`src/rtl/rgmii_pkg.sv`:
```
// Shared definitions for the RGMII receive adapter: speed codes, FSM state
// encodings, preamble/SFD nibbles and in-band status bit positions.
package rgmii_pkg;

  // speed_selection / in-band speed codes (bit 1 set means gigabit)
  localparam logic [1:0] SPD_10   = 2'b00;
  localparam logic [1:0] SPD_100  = 2'b01;
  localparam logic [1:0] SPD_1000 = 2'b10;

  // Receive FSM state encodings
  localparam logic [2:0] ST_DROP     = 3'd0;
  localparam logic [2:0] ST_IDLE     = 3'd1;
  localparam logic [2:0] ST_PREAMBLE = 3'd2;
  localparam logic [2:0] ST_DATA_LO  = 3'd3;
  localparam logic [2:0] ST_DATA_HI  = 3'd4;

  // 10/100 preamble and start-of-frame nibbles
  localparam logic [3:0] PREAMBLE_NIB = 4'h5;
  localparam logic [3:0] SFD_NIB      = 4'hD;

  // In-band status bit positions within the IFG nibble
  localparam int unsigned STAT_LINK_BIT   = 0;
  localparam int unsigned STAT_SPEED_LSB  = 1;
  localparam int unsigned STAT_SPEED_MSB  = 2;
  localparam int unsigned STAT_DUPLEX_BIT = 3;

  typedef struct packed {
    logic       duplex;
    logic [1:0] speed;
    logic       link;
  } inband_status_t;

  // Any speed code with bit 1 set selects the byte-per-cycle path
  function automatic logic speed_is_gig(input logic [1:0] spd);
    return (spd & SPD_1000) != 2'b00;
  endfunction

  function automatic inband_status_t decode_status(input logic [3:0] nib);
    inband_status_t st;
    st.link   = nib[STAT_LINK_BIT];
    st.speed  = nib[STAT_SPEED_MSB:STAT_SPEED_LSB];
    st.duplex = nib[STAT_DUPLEX_BIT];
    return st;
  endfunction

endpackage

```
`src/rtl/rgmii_inband_status.sv`:
```
// RGMII in-band status decoder: samples the IFG nibble and only updates the
// link outputs once SYNC_FILT consecutive identical samples have been seen.
module rgmii_inband_status #(
  parameter int unsigned SYNC_FILT = 2
) (
  input  logic       clk,
  input  logic       reset,
  input  logic       sample_en,
  input  logic [3:0] sample,
  output logic       link_up,
  output logic [1:0] link_speed,
  output logic       link_duplex
);
  import rgmii_pkg::*;

  localparam logic [2:0] FILT_LEN = 3'(SYNC_FILT);

  logic [3:0]     cand;
  logic [2:0]     run;
  logic [2:0]     run_nxt;
  inband_status_t st;

  // Length of the current run of identical samples, saturating at FILT_LEN
  always_comb begin
    run_nxt = run;
    st      = decode_status(sample);
    if (sample_en) begin
      if (sample != cand) begin
        run_nxt = 3'd1;
      end else if (run < FILT_LEN) begin
        run_nxt = run + 3'd1;
      end
    end
  end

  // Candidate/run tracking and filtered status registers
  always_ff @(posedge clk) begin
    if (reset) begin
      cand        <= '0;
      run         <= '0;
      link_up     <= 1'b0;
      link_speed  <= '0;
      link_duplex <= 1'b0;
    end else begin
      run <= run_nxt;
      if (sample_en) begin
        cand <= sample;
        if (run_nxt == FILT_LEN) begin
          link_up     <= st.link;
          link_speed  <= st.speed;
          link_duplex <= st.duplex;
        end
      end
    end
  end

endmodule

```
`src/rtl/rgmii_rx_adapter.sv`:
```
// RGMII receive adapter: turns per-cycle IDDR outputs into a byte-wide GMII
// stream with byte strobe. Gigabit passes bytes straight through; 10/100
// pairs nibbles, aligns on SFD and flags dribble (odd-nibble) endings.
// Keeps saturating frame/error counters.
// Optional in-band status decoding: define RGMII_RX_INBAND_STATUS_EN.
module rgmii_rx_adapter #(
  parameter int unsigned CNT_W     = 16,
  parameter int unsigned SYNC_FILT = 2
) (
  input  logic             gmii_rx_clk,
  input  logic             reset,
  input  logic [3:0]       rxd_rise,
  input  logic [3:0]       rxd_fall,
  input  logic             ctl_rise,
  input  logic             ctl_fall,
  input  logic [1:0]       speed_selection,
  output logic [7:0]       gmii_rxd,
  output logic             gmii_rx_ce,
  output logic             gmii_rx_dv,
  output logic             gmii_rx_er,
  output logic             dribble_err,
  output logic [CNT_W-1:0] frame_cnt,
  output logic [CNT_W-1:0] err_cnt,
  output logic             link_up,
  output logic [1:0]       link_speed,
  output logic             link_duplex
);
  import rgmii_pkg::*;

  logic [2:0] state;
  logic [2:0] state_nxt;
  logic [1:0] speed_r;
  logic       pair;
  logic       pair_nxt;
  logic [3:0] lo_nib;
  logic [3:0] lo_nib_nxt;
  logic       lo_er;
  logic       lo_er_nxt;
  logic       frame_err;

  logic [7:0] rxd_nxt;
  logic       ce_nxt;
  logic       er_nxt;
  logic       dv_nxt;
  logic       drib_nxt;
  logic       dv_fall;
  logic [3:0] nib;
  logic       nib_er;
  logic       gig;

  assign nib     = rxd_rise;
  assign nib_er  = ctl_rise ^ ctl_fall;
  assign gig     = speed_is_gig(speed_r);
  assign dv_fall = gmii_rx_dv && !dv_nxt;

  // Next-state and next-output decode for both speed families
  always_comb begin
    state_nxt  = state;
    pair_nxt   = pair;
    lo_nib_nxt = lo_nib;
    lo_er_nxt  = lo_er;
    rxd_nxt    = gmii_rxd;
    ce_nxt     = 1'b0;
    er_nxt     = 1'b0;
    dv_nxt     = gmii_rx_dv;
    drib_nxt   = 1'b0;

    case (state)
      ST_DROP: begin
        dv_nxt = 1'b0;
        if (!ctl_rise) state_nxt = ST_IDLE;
      end

      ST_IDLE: begin
        dv_nxt   = 1'b0;
        pair_nxt = 1'b0;
        if (ctl_rise) begin
          if (gig) begin
            // Gigabit reuses DATA_HI as its in-frame state
            rxd_nxt   = {rxd_fall, rxd_rise};
            ce_nxt    = 1'b1;
            er_nxt    = nib_er;
            dv_nxt    = 1'b1;
            state_nxt = ST_DATA_HI;
          end else begin
            state_nxt = ST_PREAMBLE;
          end
        end
      end

      ST_PREAMBLE: begin
        if (!ctl_rise) begin
          dv_nxt    = 1'b0;
          state_nxt = ST_IDLE;
        end else if (nib == PREAMBLE_NIB) begin
          pair_nxt = !pair;
          if (pair) begin
            rxd_nxt = {PREAMBLE_NIB, PREAMBLE_NIB};
            ce_nxt  = 1'b1;
            er_nxt  = nib_er;
            dv_nxt  = 1'b1;
          end
        end else if (nib == SFD_NIB) begin
          // SFD realigns the nibble pairing regardless of preamble parity
          rxd_nxt   = {SFD_NIB, PREAMBLE_NIB};
          ce_nxt    = 1'b1;
          er_nxt    = nib_er;
          dv_nxt    = 1'b1;
          state_nxt = ST_DATA_LO;
        end else begin
          rxd_nxt   = {nib, PREAMBLE_NIB};
          ce_nxt    = 1'b1;
          er_nxt    = 1'b1;
          dv_nxt    = 1'b1;
          state_nxt = ST_DATA_LO;
        end
      end

      ST_DATA_LO: begin
        if (!ctl_rise) begin
          dv_nxt    = 1'b0;
          state_nxt = ST_IDLE;
        end else begin
          lo_nib_nxt = nib;
          lo_er_nxt  = nib_er;
          state_nxt  = ST_DATA_HI;
        end
      end

      ST_DATA_HI: begin
        if (gig) begin
          if (ctl_rise) begin
            rxd_nxt = {rxd_fall, rxd_rise};
            ce_nxt  = 1'b1;
            er_nxt  = nib_er;
            dv_nxt  = 1'b1;
          end else begin
            dv_nxt    = 1'b0;
            state_nxt = ST_IDLE;
          end
        end else if (ctl_rise) begin
          rxd_nxt   = {nib, lo_nib};
          ce_nxt    = 1'b1;
          er_nxt    = nib_er | lo_er;
          dv_nxt    = 1'b1;
          state_nxt = ST_DATA_LO;
        end else begin
          // Odd nibble count: flush the lone low nibble as an errored byte;
          // dv drops on the following cycle from IDLE
          rxd_nxt   = {4'h0, lo_nib};
          ce_nxt    = 1'b1;
          er_nxt    = 1'b1;
          dv_nxt    = 1'b1;
          drib_nxt  = 1'b1;
          state_nxt = ST_IDLE;
        end
      end

      default: begin
        dv_nxt    = 1'b0;
        state_nxt = ST_DROP;
      end
    endcase
  end

  // FSM, output registers and speed latch
  always_ff @(posedge gmii_rx_clk) begin
    if (reset) begin
      state       <= ST_DROP;
      speed_r     <= SPD_10;
      pair        <= 1'b0;
      lo_nib      <= '0;
      lo_er       <= 1'b0;
      gmii_rxd    <= '0;
      gmii_rx_ce  <= 1'b0;
      gmii_rx_er  <= 1'b0;
      gmii_rx_dv  <= 1'b0;
      dribble_err <= 1'b0;
    end else begin
      state       <= state_nxt;
      pair        <= pair_nxt;
      lo_nib      <= lo_nib_nxt;
      lo_er       <= lo_er_nxt;
      gmii_rxd    <= rxd_nxt;
      gmii_rx_ce  <= ce_nxt;
      gmii_rx_er  <= er_nxt;
      gmii_rx_dv  <= dv_nxt;
      dribble_err <= drib_nxt;
      if (state == ST_IDLE && !ctl_rise) speed_r <= speed_selection;
    end
  end

  // Frame statistics, counted on the falling edge of dv
  always_ff @(posedge gmii_rx_clk) begin
    if (reset) begin
      frame_cnt <= '0;
      err_cnt   <= '0;
      frame_err <= 1'b0;
    end else begin
      if (dv_fall) begin
        frame_err <= 1'b0;
        if (frame_cnt != '1) frame_cnt <= frame_cnt + 1'b1;
        if (frame_err && err_cnt != '1) err_cnt <= err_cnt + 1'b1;
      end else if (ce_nxt && er_nxt) begin
        frame_err <= 1'b1;
      end
    end
  end

`ifdef RGMII_RX_INBAND_STATUS_EN
  logic ifg_sample;

  assign ifg_sample = (state == ST_IDLE) && !ctl_rise && !ctl_fall;

  rgmii_inband_status #(
    .SYNC_FILT (SYNC_FILT)
  ) u_inband_status (
    .clk         (gmii_rx_clk),
    .reset       (reset),
    .sample_en   (ifg_sample),
    .sample      (rxd_rise),
    .link_up     (link_up),
    .link_speed  (link_speed),
    .link_duplex (link_duplex)
  );
`else
  assign link_up     = 1'b0;
  assign link_speed  = 2'b00;
  assign link_duplex = 1'b0;
`endif

endmodule

```
`config.mk`:
```
export PLATFORM = sky130hd
export DESIGN_NAME = rgmii_rx_adapter
export DESIGN_NICKNAME = d
export VERILOG_FILES = /design/src/rtl/rgmii_pkg.sv /design/src/rtl/rgmii_inband_status.sv /design/src/rtl/rgmii_rx_adapter.sv
export SDC_FILE = /design/constraint.sdc
export NUM_CORES = 1
export LEC_CHECK = 0
export CAP_MARGIN = 30
export CORE_ASPECT_RATIO = 1.25
export CORE_MARGIN = 4
export CORE_UTILIZATION = 50
export DETAILED_ROUTE_END_ITERATION = 10
export GPL_TIMING_DRIVEN = 0
export MAX_ROUTING_LAYER = met4
export PLACE_DENSITY_LB_ADDON = 0.1
export SLEW_MARGIN = 20
export SYNTH_ARGS = -nofsm -noshare
export SYNTH_HDL_FRONTEND = slang
export SYNTH_SLANG_ARGS = --single-unit
```
`constraint.sdc`:
```
create_clock -name gmii_rx_clk -period 2.3 [get_ports gmii_rx_clk]
set_input_delay 0.23 -clock gmii_rx_clk [delete_from_list [all_inputs] [get_ports gmii_rx_clk]]
set_output_delay 0.23 -clock gmii_rx_clk [all_outputs]
set_load 0.02 [all_outputs]
```
# --- Word level (Yosys, flattened, before mapping) ---
# Cells that the tools add are included.
op_classes:
  addsub: 2
  eq_ne: 15
  muxes: 46
  bitwise: 3
  n_reduce_logical: 18
op_table:
  columns: ["op", "n"]
  rows:
  - ["2-to-1 mux 8 bit", 9]
  - ["adder 16 x 1 -> 16 bit, second input constant", 2]
  - ["!= test 16 bit, second input constant", 2]
  - ["case mux 8 bit (3 select lines)", 1]
  - ["2-to-1 mux 1 bit", 23]
  - ["2-to-1 mux 3 bit", 7]
  - ["case mux 3 bit (5 select lines)", 1]
  - ["!= test 3 bit, second input constant", 3]
  - ["!= test 2 bit, second input constant", 4]
  - ["AND reduction 2 bit", 4]
  - ["equality test 3 x 2 -> 1 bit, second input constant", 2]
  - ["case mux 1 bit (3 select lines)", 2]
  - ["AND reduction 6 bit", 1]
  - ["equality test 4 x 3 -> 1 bit, second input constant", 1]
  - ["equality test 4 bit, second input constant", 1]
  - ["logical AND 1 bit", 4]
  - ["case mux 1 bit (4 select lines)", 1]
  - ["equality test 3 x 1 -> 1 bit, second input constant", 1]
  - ["equality test 3 bit, second input constant", 1]
  - ["zero test 1 bit", 3]
  - ["zero test 3 bit", 1]
  - ["AND reduction 3 bit", 1]
  - ["nonzero test 3 bit", 1]
  - ["OR reduction 3 bit", 1]
  - ["other kinds (7)", 7]
totals:
  regBits: 56
  inputBits: 14
  out_inout_bits: 48
  word_cells: 97

# --- Longest topological paths before layout ---
# Gate-level depths: netlist of run 1.
logic_depth:
  ltp_word: 7
  mapped_depth: 8
  depth_no_buf: 7

# --- Least setup slack after synthesis of run 1 ---
# No wires, ideal clock.
synth_path:
  path_type: "reg-to-reg"
  start: "register frame_cnt[2]"
  end: "register frame_cnt[9]"
  setup_time_ps: 70
  arrival_ps: 2110
  required_time_ps: 2230
  setup_slack_ps: 120
  stages_incl_launch_ff: 7
  n_path_buf: 1
  synth_period_minus_slack_ps: 2180
  cell_sequence: "dfxtp_1 -> and3_2 -> nand3_1 -> or4_4 -> buf_6 -> or4_1 -> a21oi_1"
synth_via:
  elab_chain_cells: 2
  elab_cells_between_ends: 3
  cone_classes: "add/sub: 1; eq/ne: 1; reduce/logical: 1"
synth_lines:
  columns: ["element", "line", "source"]
  rows:
  - ["start: declaration", "rgmii_rx_adapter.sv:22", "output logic [CNT_W-1:0] frame_cnt,"]
  - ["start signal: assignment", "rgmii_rx_adapter.sv:202", "if (frame_cnt != '1) frame_cnt <= frame_cnt + 1'b1;"]
  - ["parallel branches: the longest is 2 deep, another holds adder 16 x 1 -> 16 bit", null, null]
# Parallel ways; which one is timed is not known.
# A chain may end at the register's enable or synchronous reset.

# --- Final worst setup path of run 1 ---
layout_path:
  start: "register frame_cnt[4]"
  end: "register frame_cnt[9]"
# The elaborated chain is that of the path after synthesis.

==> results_dict.tcl, run 1 <==
set metrics [dict create \
    status "finished, final reports clean" \
    die_h_um 94.2 \
    rows 31 \
    total_power_mw 1.83 \
    clock_path_buffers 2 \
    power_density_mw_per_mm2 488 \
    grt_util_all_layers_pct 21.8 \
    tns_ns 0 \
    p_leak_nw 1.25 \
    grt-busiest-layer "met2" \
    core_area_mm2 0.00578 \
    worstMarginPinSlew_ns 0.578 \
    fmax_ghz 0.461 \
    path_clk_slew_ns 0.10 \
    max_cap_violations 0 \
    n_antenna_cell 0 \
    cts_buffers 5 \
    use_met3_pct 3.93 \
    arrival_ns 2.41 \
    synth_area_leaders "dfxtp_1 37%, a21oi_1 5.4%, or4_1 4.8%, o31ai_1 4.3%, nor2_1 4.0%" \
    syn2layout_area_growth_pct 26.0 \
    gp_congestion 0.996 \
    synth-seq-area-share_pct 37.0 \
    io_buffers 55 \
    drcViolationCount 0 \
    synth_flop_cell "dfxtp_1" \
    syn-mean-instance-area_um2 8.26 \
    yosysWarnings 0 \
    fin_skew_ns 0.0100 \
    crit_type "flip-flop to flip-flop" \
    ios 62 \
    synth-async-reset-ratio_pct 0 \
    finalCritPeriodShare_pct 94.2 \
    viasPerCell 6.18 \
    max-slew-margin-rel_pct 61.4 \
    synth_cell_types 63 \
    synth_top_area_cell "dfxtp_1" \
    ir_drop_uv 414 \
    yosysMostFrequentCell "dfxtp_1" \
    wire_per_inst_um 15.9 \
    dpl.hpwl_mm 5.81 \
    cp-start-kind "flip-flop" \
    post_cts_buffers 0 \
    antenna_found_initial 0 \
    overflow 0 \
    synthCells 360 \
    final_antenna_net_count 0 \
    dp_slack_ns -0.319 \
    cp-end-kind "flip-flop" \
    setup_ws_ns 0.133 \
    clockRootBuffer "clkbuf_8" \
    finalNetCount 442 \
    utilization_pct 64.8 \
    cts_tree "yes" \
    final_max_slew_viol_count 0 \
    setup_viol 0 \
    layout-drive-gt1-share_pct 6.82 \
    synth.cell_area_mm2 0.00297 \
    cts_sinks 55 \
    totalWireLength_mm 7.79 \
    ys_ff_latch 55 \
    synth_edf_count 0 \
    grt_max_degree 16 \
    regArea_mm2 0.00110 \
    rsz0062_at_grt "false" \
    cp_max_fo 9 \
    hp-class "primary input to flip-flop" \
    dieArea_mm2 0.00725 \
    gr-usage-met2_pct 39.2 \
    drt_iter0_markers 199 \
    start_util_pct 51.5 \
    dr.pass1.iters 4 \
    fin_crit_ns 2.17 \
    vias 3032 \
    nFillCells 527 \
    h-tree-depth 2 \
    use_met1_pct 24.6 \
    hold-worst-slack_ns 0.452 \
    multi_input_area_mm2 0.00174 \
    die-width_um 77.0 \
    hold_viol 0 \
    grt_pass1_wl_mm 12.7 \
    grt_pass1_vias 2773 \
    synth_top_area_share_pct 37.0 \
    clk_latency_ns 0.31 \
    yosys-top-cells-count "55 x dfxtp_1, 32 x a21oi_1, 32 x nor2_1" \
    cp.required_ns 2.54 \
]
==> cell families after synthesis <==
kind of cell / after synthesis / share of synthesized area [%]
multiplexers: 9 / 3.16
AND/OR/NAND/NOR: 158 / 30.3
flip-flops: 55 / 37.0
other: 1 / 0.126
AO/OA/AOI/OAI: 96 / 22.0
adder cells (fa/ha/maj): 3 / 1.26
XOR/XNOR: 3 / 0.884
buffers and inverters: 35 / 5.30
==> power by group <==
part           total [mW]  internal [mW]  switching [mW]
Clock               0.632          0.320           0.312
Sequential          0.977          0.966          0.0109
Combinational       0.218         0.0878           0.130
Total                1.83           1.37           0.453
==> final cells by class <==
| class | count | share of cell area (%) |
|---|---|---|
| Sequential cell | 55 | 29.5 |
| Inverter | 11 | 1.10 |
| Buffer | 24 | 3.31 |
| Timing Repair Buffer | 55 | 14.8 |
| Clock buffer | 6 | 1.94 |
| Tap cell | 66 | 2.20 |
| Multi-Input combinational cell | 273 | 46.4 |
| Clock inverter | 1 | 0.802 |
==> per-stage QoR <==
step / std cells / area, µm²
final: 491 / 3750
after global routing: 491 / 3750
after CTS: 491 / 3720
after detailed placement: 484 / 3620
after global placement: 484 / 3620
after floorplan: 363 / 2990
==> worst paths after layout <==
kind | startpoint | endpoint | slack [ns] | depth (start not counted)
worst min register to register | gmii_rxd[2] | gmii_rxd[2] | 0.46 | 2
worst max register to register | frame_cnt[4] | frame_cnt[9] | 0.13 | 6
worst min-delay path | reset | err_cnt[6] | 0.45 | 3
worst max-delay path | frame_cnt[4] | frame_cnt[9] | 0.13 | 6
==> cells in the final DEF (no fill, tap or decap), types with 4 or more instances in the layout <==
cell             instances
clkbuf_2                 6
clkbuf_8                 5
buf_4                    4
nand3b_1                 4
o21ai_0                  8
or3_1                    4
nand2_1                 18
nand4_1                  7
nor4_1                   5
or4_1                   19
inv_1                   10
nand3_1                 19
nand2b_1                 9
o21a_1                   4
clkbuf_1                13
nor2_1                  32
a21oi_1                 32
a221oi_1                 6
dfxtp_1                 52
mux2i_1                  6
conb_1                   4
nor2b_1                  8
o31ai_1                 17
clkdlybuf4s50_1         54
nor3_1                   9
==> state kept, by name, indices dropped and copies added, names as in the netlist <==
| signal | cells |
|---|---|
| frame_cnt | 16 |
| dribble_err | 1 |
| frame_err | 1 |
| gmii_rx_er | 1 |
| gmii_rx_dv | 1 |
| lo_nib | 4 |
| gmii_rxd | 8 |
| speed_r | 1 |
| err_cnt | 16 |
| pair | 1 |
| state | 3 |
| gmii_rx_ce | 1 |
| lo_er | 1 |
==> per-layer routing <==
layer	part of all wire [%]	wire length (µm)
met1	43	3350
met2	51	3980
met4	1.7	133
met5	0	0
met3	4.2	325
==> critical path, cell delays in order (launching register included) <==
cell,delay (ns)
dfxtp_1,0.40
and3_2,0.25
nand3_1,0.14
or4_4,0.51
buf_6,0.15
or4_1,0.50
a21oi_1,0.15
==> what timing repair did <==
| item | 4_1_cts | 5_1_grt |
|---|---|---|
| resized for setup | 2 | 14 |
| pin swaps | 0 | 0 |
| hold buffers | 0 | 0 |
| endpoints found under the setup margin | 2 | 24 |
(Power assumes the default switching activity.)
==> run 2, diff against run 1 <==
Settings changed: ABC_CLOCK_PERIOD_IN_PS from default to 2300, CORE_ASPECT_RATIO 1.25 to 1.5, CTS_BUF_LIST from default to sky130_fd_sc_hd__clkbuf_8.
==> run 2 against run 1 <==
Sequential cell count unchanged. Critical path depth unchanged. Worst hold slack worse by 0.030 ns. Clock skew decreased by 0.0051 ns. Combinational power about the same. Critical path type unchanged. Largest cell class unchanged. Largest power group unchanged.
==> results_dict.tcl, run 2 (synthesized netlist as in run 1, its figures left out) <==
set metrics [dict create \
    status "finished, final reports clean" \
    final_max_slew_viol_count 0 \
    max-slew-margin-rel_pct 49.5 \
    cp.required_ns 2.54 \
    cp_max_fo 9 \
    cts_sinks 55 \
    drcViolationCount 0 \
    layout-drive-gt1-share_pct 6.34 \
    max_cap_violations 0 \
    finalCritPeriodShare_pct 94.3 \
    dpl.hpwl_mm 5.94 \
    whs_path_depth 3 \
    cts_tree "yes" \
    antenna_found_initial 0 \
    post_cts_resized 2 \
    total_power_mw 1.86 \
    h-tree-depth 2 \
    reg2reg_from "frame_cnt[4]" \
    gp_congestion 0.954 \
    slowest_delay_ns 0.51 \
    crit_type "flip-flop to flip-flop" \
    final_area_mm2 0.00375 \
    regArea_mm2 0.00110 \
    drt_iter0_markers 95 \
    grt_pass1_vias 2820 \
    setup_ws_ns 0.131 \
    final_cell_mix "54 x clkdlybuf4s50_1, 53 x dfxtp_1, 32 x nor2_1, 32 x a21oi_1" \
    fin_skew_ns 0.00497 \
    critPathBufInv 1 \
    grt_max_degree 17 \
    ctsHoldBuffers 0 \
    path_clk_slew_ns 0.09 \
    cp_cell_sequence "and3_2 > nand3_1 > or4_4 > buf_6 > or4_1 > a21oi_1" \
    dp_slack_ns -0.352 \
    placed_area_mm2 0.00363 \
    ios 62 \
    start_util_pct 51.4 \
    viasPerCell 6.01 \
    multi_input_area_mm2 0.00173 \
    r2r-end "frame_cnt[9]" \
    fmax_ghz 0.461 \
    power_density_mw_per_mm2 495 \
    clock_path_buffers 2 \
    hold_viol 0 \
    post_cts_buffers 0 \
    grt_pass1_wl_mm 12.8 \
    cp-start-kind "flip-flop" \
    core_area_mm2 0.00579 \
    fin_crit_ns 2.17 \
    whs_endpoint "err_cnt[6]" \
    cts_buffers 5 \
    post-place-cells 490 \
    die-width_um 71.0 \
    r2r_slack_ns 0.13 \
    vias 2995 \
    totalWireLength_mm 7.83 \
    final_antenna_net_count 0 \
    worstMarginPinSlew_ns 0.758 \
    dieArea_mm2 0.00727 \
    cpLargestDelayFamily "simple AND/OR/NAND/NOR gates" \
    rows 34 \
    cp-end-kind "flip-flop" \
    r2r_cells 6 \
    syn2layout_area_growth_pct 26.3 \
    n_antenna_cell 0 \
    die_h_um 102 \
    worst_path_max_delay_cell "or4_4" \
    setup_viol 0 \
    arrival_ns 2.41 \
    clk_latency_ns 0.30 \
    ir_drop_uv 374 \
    dr.pass1.iters 4 \
    rsz0062_at_grt "false" \
    final_cells 498 \
    finalNetCount 442 \
    hp-class "primary input to flip-flop" \
    top_regs "err_cnt x16, frame_cnt x16, gmii_rxd x8" \
    final_common_cell "clkdlybuf4s50_1" \
    nFillCells 534 \
    clockRootBuffer "clkbuf_8" \
    io_buffers 55 \
    wire_per_inst_um 15.7 \
    p_leak_nw 1.26 \
    grt_util_all_layers_pct 22.0 \
    utilization_pct 64.9 \
    min-delay-start "reset" \
    overflow 0 \
]
## run 2: cell count changes in the layout (fill, tap and decap cells not counted), sizes merged
cell / delta
clkinv: +1
## run 2: worst max-delay path by stage
| stage | slack (ns) | startpoint | cells past startpoint | end |
|---|---|---|---|---|
| finish | 0.13 | frame_cnt[4] | 6 | frame_cnt[9] |
| global route | 0.006 | state[1] | 6 | frame_cnt[9] |
| CTS | 0.008 | ctl_rise | 7 | frame_cnt[9] |
| detailed placement | -0.35 | ctl_rise | 7 | err_cnt[1] |
| global placement | -0.33 | ctl_rise | 7 | err_cnt[1] |
| floorplan | 0.12 | frame_cnt[2] | 6 | frame_cnt[9] |
## run 2: final cells by class
| type | count | area share, % |
|---|---|---|
| buffer | 24 | 3.27 |
| sequential | 55 | 29.4 |
| clock buffer | 6 | 2.20 |
| inverter | 11 | 1.10 |
| multi-input combinational | 273 | 46.0 |
| clock inverter | 2 | 0.933 |
| timing repair buffer | 55 | 14.7 |
| tap | 72 | 2.40 |
## run 2: through the flow
stage	TNS, ns	hold slack [ns]
after floorplan	0	0.374
after global placement	-4.55	0.446
after detailed placement	-4.96	0.449
after CTS	0	0.427
after global routing	0	0.464
final	0	0.422
## run 2: power by group
part	leakage, nW	switching (mW)	internal [mW]
Sequential	0.445	0.0106	0.966
Combinational	0.749	0.130	0.0875
Clock	0.0612	0.313	0.353
Total	1.26	0.453	1.41
## run 2: worst reg2reg max path: stages, from the launching register on
cell and delay [ns]:
dfxtp_1 0.41, and3_2 0.25, nand3_1 0.15, or4_4 0.51, buf_6 0.15, or4_1 0.50
a21oi_1 0.14
## run 2: per-layer routing
metal | track usage, % | vias up | part of all wire (%)
met1 | 24.6 | 1402 | 42
li1 | - | 1495 | -
met3 | 3.15 | 9 | 4.6
met2 | 40.3 | 89 | 52
met4 | 6.66 | 0 | 1.4
met5 | - | - | 0
==> run 3, diff against run 2 <==
Settings changed: CAP_MARGIN 30 to default, CORE_UTILIZATION 50 to 53.
==> run 3 against run 2 <==
Power shrank 5.2%. Die area shrank 5.1%. Routed wire length grew 1.4%. Clock skew grew 0.0083 ns. Final cell count shrank 0.40%. Utilization grew 3.6 points. Worst hold slack lost 0.0081 ns. Non-clock buffer count is the same. Register-to-register slack is essentially flat. Combinational power is essentially flat. Sequential power is essentially flat. Critical path depth grew 1. Largest cell class unchanged.
==> results_dict.tcl, run 3 (synthesized netlist as in run 1, its figures left out) <==
set metrics [dict create \
    rows 33 \
    start_util_pct 54.6 \
    fin_crit_ns 2.16 \
    r2r_cells 7 \
    total_power_mw 1.76 \
    vias 3044 \
    path_clk_slew_ns 0.11 \
    clockRootBuffer "clkbuf_8" \
    dpl.hpwl_mm 5.82 \
    p_leak_nw 1.24 \
    final_common_cell "clkdlybuf4s50_1" \
    min-delay-start "reset" \
    r2r-end "frame_cnt[9]" \
    reg2reg_from "state[0]" \
    max-slew-margin-rel_pct 59.3 \
    core_area_mm2 0.00545 \
    post_cts_resized 2 \
    dr.pass1.iters 5 \
    max_cap_violations 0 \
    cp-end-kind "flip-flop" \
    cts_tree "yes" \
    ir_drop_uv 385 \
    cts_buffers 5 \
    final_cell_mix "54 x clkdlybuf4s50_1, 53 x dfxtp_1, 32 x nor2_1, 32 x a21oi_1" \
    hp-class "primary input to flip-flop" \
    final_max_slew_viol_count 0 \
    finalCritPeriodShare_pct 94.1 \
    whs_endpoint "err_cnt[6]" \
    switching_share_pct 27.7 \
    crit_type "flip-flop to flip-flop" \
    antenna_found_initial 0 \
    setup_viol 0 \
    overflow 0 \
    post_cts_buffers 0 \
    drt_iter0_markers 94 \
    clock_path_buffers 2 \
    clk_latency_ns 0.32 \
    grt_max_degree 19 \
    drcViolationCount 0 \
    r2r_slack_ns 0.14 \
    fmax_ghz 0.462 \
    die_h_um 99.7 \
    grt_pass1_wl_mm 13.0 \
    layout-drive-gt1-share_pct 6.57 \
    finalNetCount 442 \
    p_sw_mw 0.488 \
    final_antenna_net_count 0 \
    pwr-share-comb_pct 12.5 \
    syn2layout_area_growth_pct 25.5 \
    rsz0062_at_grt "false" \
    cp-start-kind "flip-flop" \
    hold_viol 0 \
    n_antenna_cell 0 \
    setup_ws_ns 0.135 \
    io_buffers 55 \
    gp_congestion 0.968 \
    power_frac_clock_pct 32.1 \
    whs_path_depth 3 \
    die-width_um 69.2 \
    ios 62 \
    arrival_ns 2.42 \
    internal_power_mw 1.28 \
    cp.required_ns 2.55 \
    viasPerCell 6.14 \
    top_regs "err_cnt x16, frame_cnt x16, gmii_rxd x8" \
    dp_slack_ns -0.329 \
    power_density_mw_per_mm2 473 \
    nFillCells 511 \
    seqPwrFrac_pct 55.4 \
    wire_per_inst_um 16.0 \
    grt_pass1_vias 2849 \
    status "finished, final reports clean" \
    fin_skew_ns 0.0132 \
    grt_util_all_layers_pct 23.4 \
    h-tree-depth 2 \
    worstMarginPinSlew_ns 0.611 \
    dieArea_mm2 0.00690 \
    cp_max_fo 10 \
    totalWireLength_mm 7.94 \
    ctsHoldBuffers 0 \
    cts_sinks 55 \
]
run 3: how the worst max path moves through the flow:
stage                 startpoint           end  slack, ns  cells after the start
finish                  state[0]  frame_cnt[9]       0.14                      7
CTS                     ctl_rise  frame_cnt[9]       0.04                      7
detailed placement      ctl_rise    err_cnt[1]      -0.33                      7
global placement        ctl_rise    err_cnt[1]      -0.33                      7
global route            state[1]  frame_cnt[9]      0.005                      6
floorplan           frame_cnt[2]  frame_cnt[9]       0.12                      6
run 3: worst max-delay path, cell delays in order, from the launching register on:
cell and delay [ns]:
dfxtp_1 0.34, clkbuf_4 0.20, inv_2 0.09, and3_4 0.17, or4_4 0.51, buf_6 0.15
or4_1 0.49, a21oi_1 0.14
run 3: metal layers:
layer / global-route usage [%] / routed length, µm / share of wire, % / vias up
li1: - / - / - / 1490
met4: 8.57 / 157 / 2.0 / 0
met1: 26.3 / 3380 / 43 / 1436
met3: 2.73 / 297 / 3.7 / 20
met2: 42.1 / 4110 / 52 / 98
met5: - / 0 / 0 / -
run 3: power by group through the flow:
stage	clock network, mW	registers [mW]	logic (mW)
floorplan	0	1.01	0.128
global placement	0	0.998	0.216
detailed placement	0	0.998	0.216
CTS	0.581	0.977	0.218
global route	0.614	0.979	0.241
finish	0.567	0.977	0.220
run 3: metrics by stage:
| step | TNS, ns | area [µm²] | std cells | util [%] | hold slack [ns] |
|---|---|---|---|---|---|
| 2_1_floorplan | 0 | 2990 | 363 | - | 0.374 |
| 3_3_place_gp | -4.64 | 3620 | 488 | 66.5 | 0.441 |
| 3_5_place_dp | -4.77 | 3620 | 488 | 66.5 | 0.458 |
| 4_1_cts | 0 | 3720 | 496 | 68.2 | 0.408 |
| 5_1_grt | 0 | 3730 | 496 | 68.5 | 0.472 |
| 6_report | 0 | 3730 | 496 | 68.5 | 0.414 |
run 3: cell type report:
type / count / area [µm²] / share of cell area, %
well taps: 70 / 87.6 / 2.35
clock inverters: 3 / 22.5 / 0.604
clock buffers: 5 / 68.8 / 1.84
inverters: 11 / 41.3 / 1.11
plain buffers: 24 / 123 / 3.29
multi-input cells: 273 / 1730 / 46.4
flip-flops and latches: 55 / 1100 / 29.6
repair buffers: 55 / 553 / 14.8
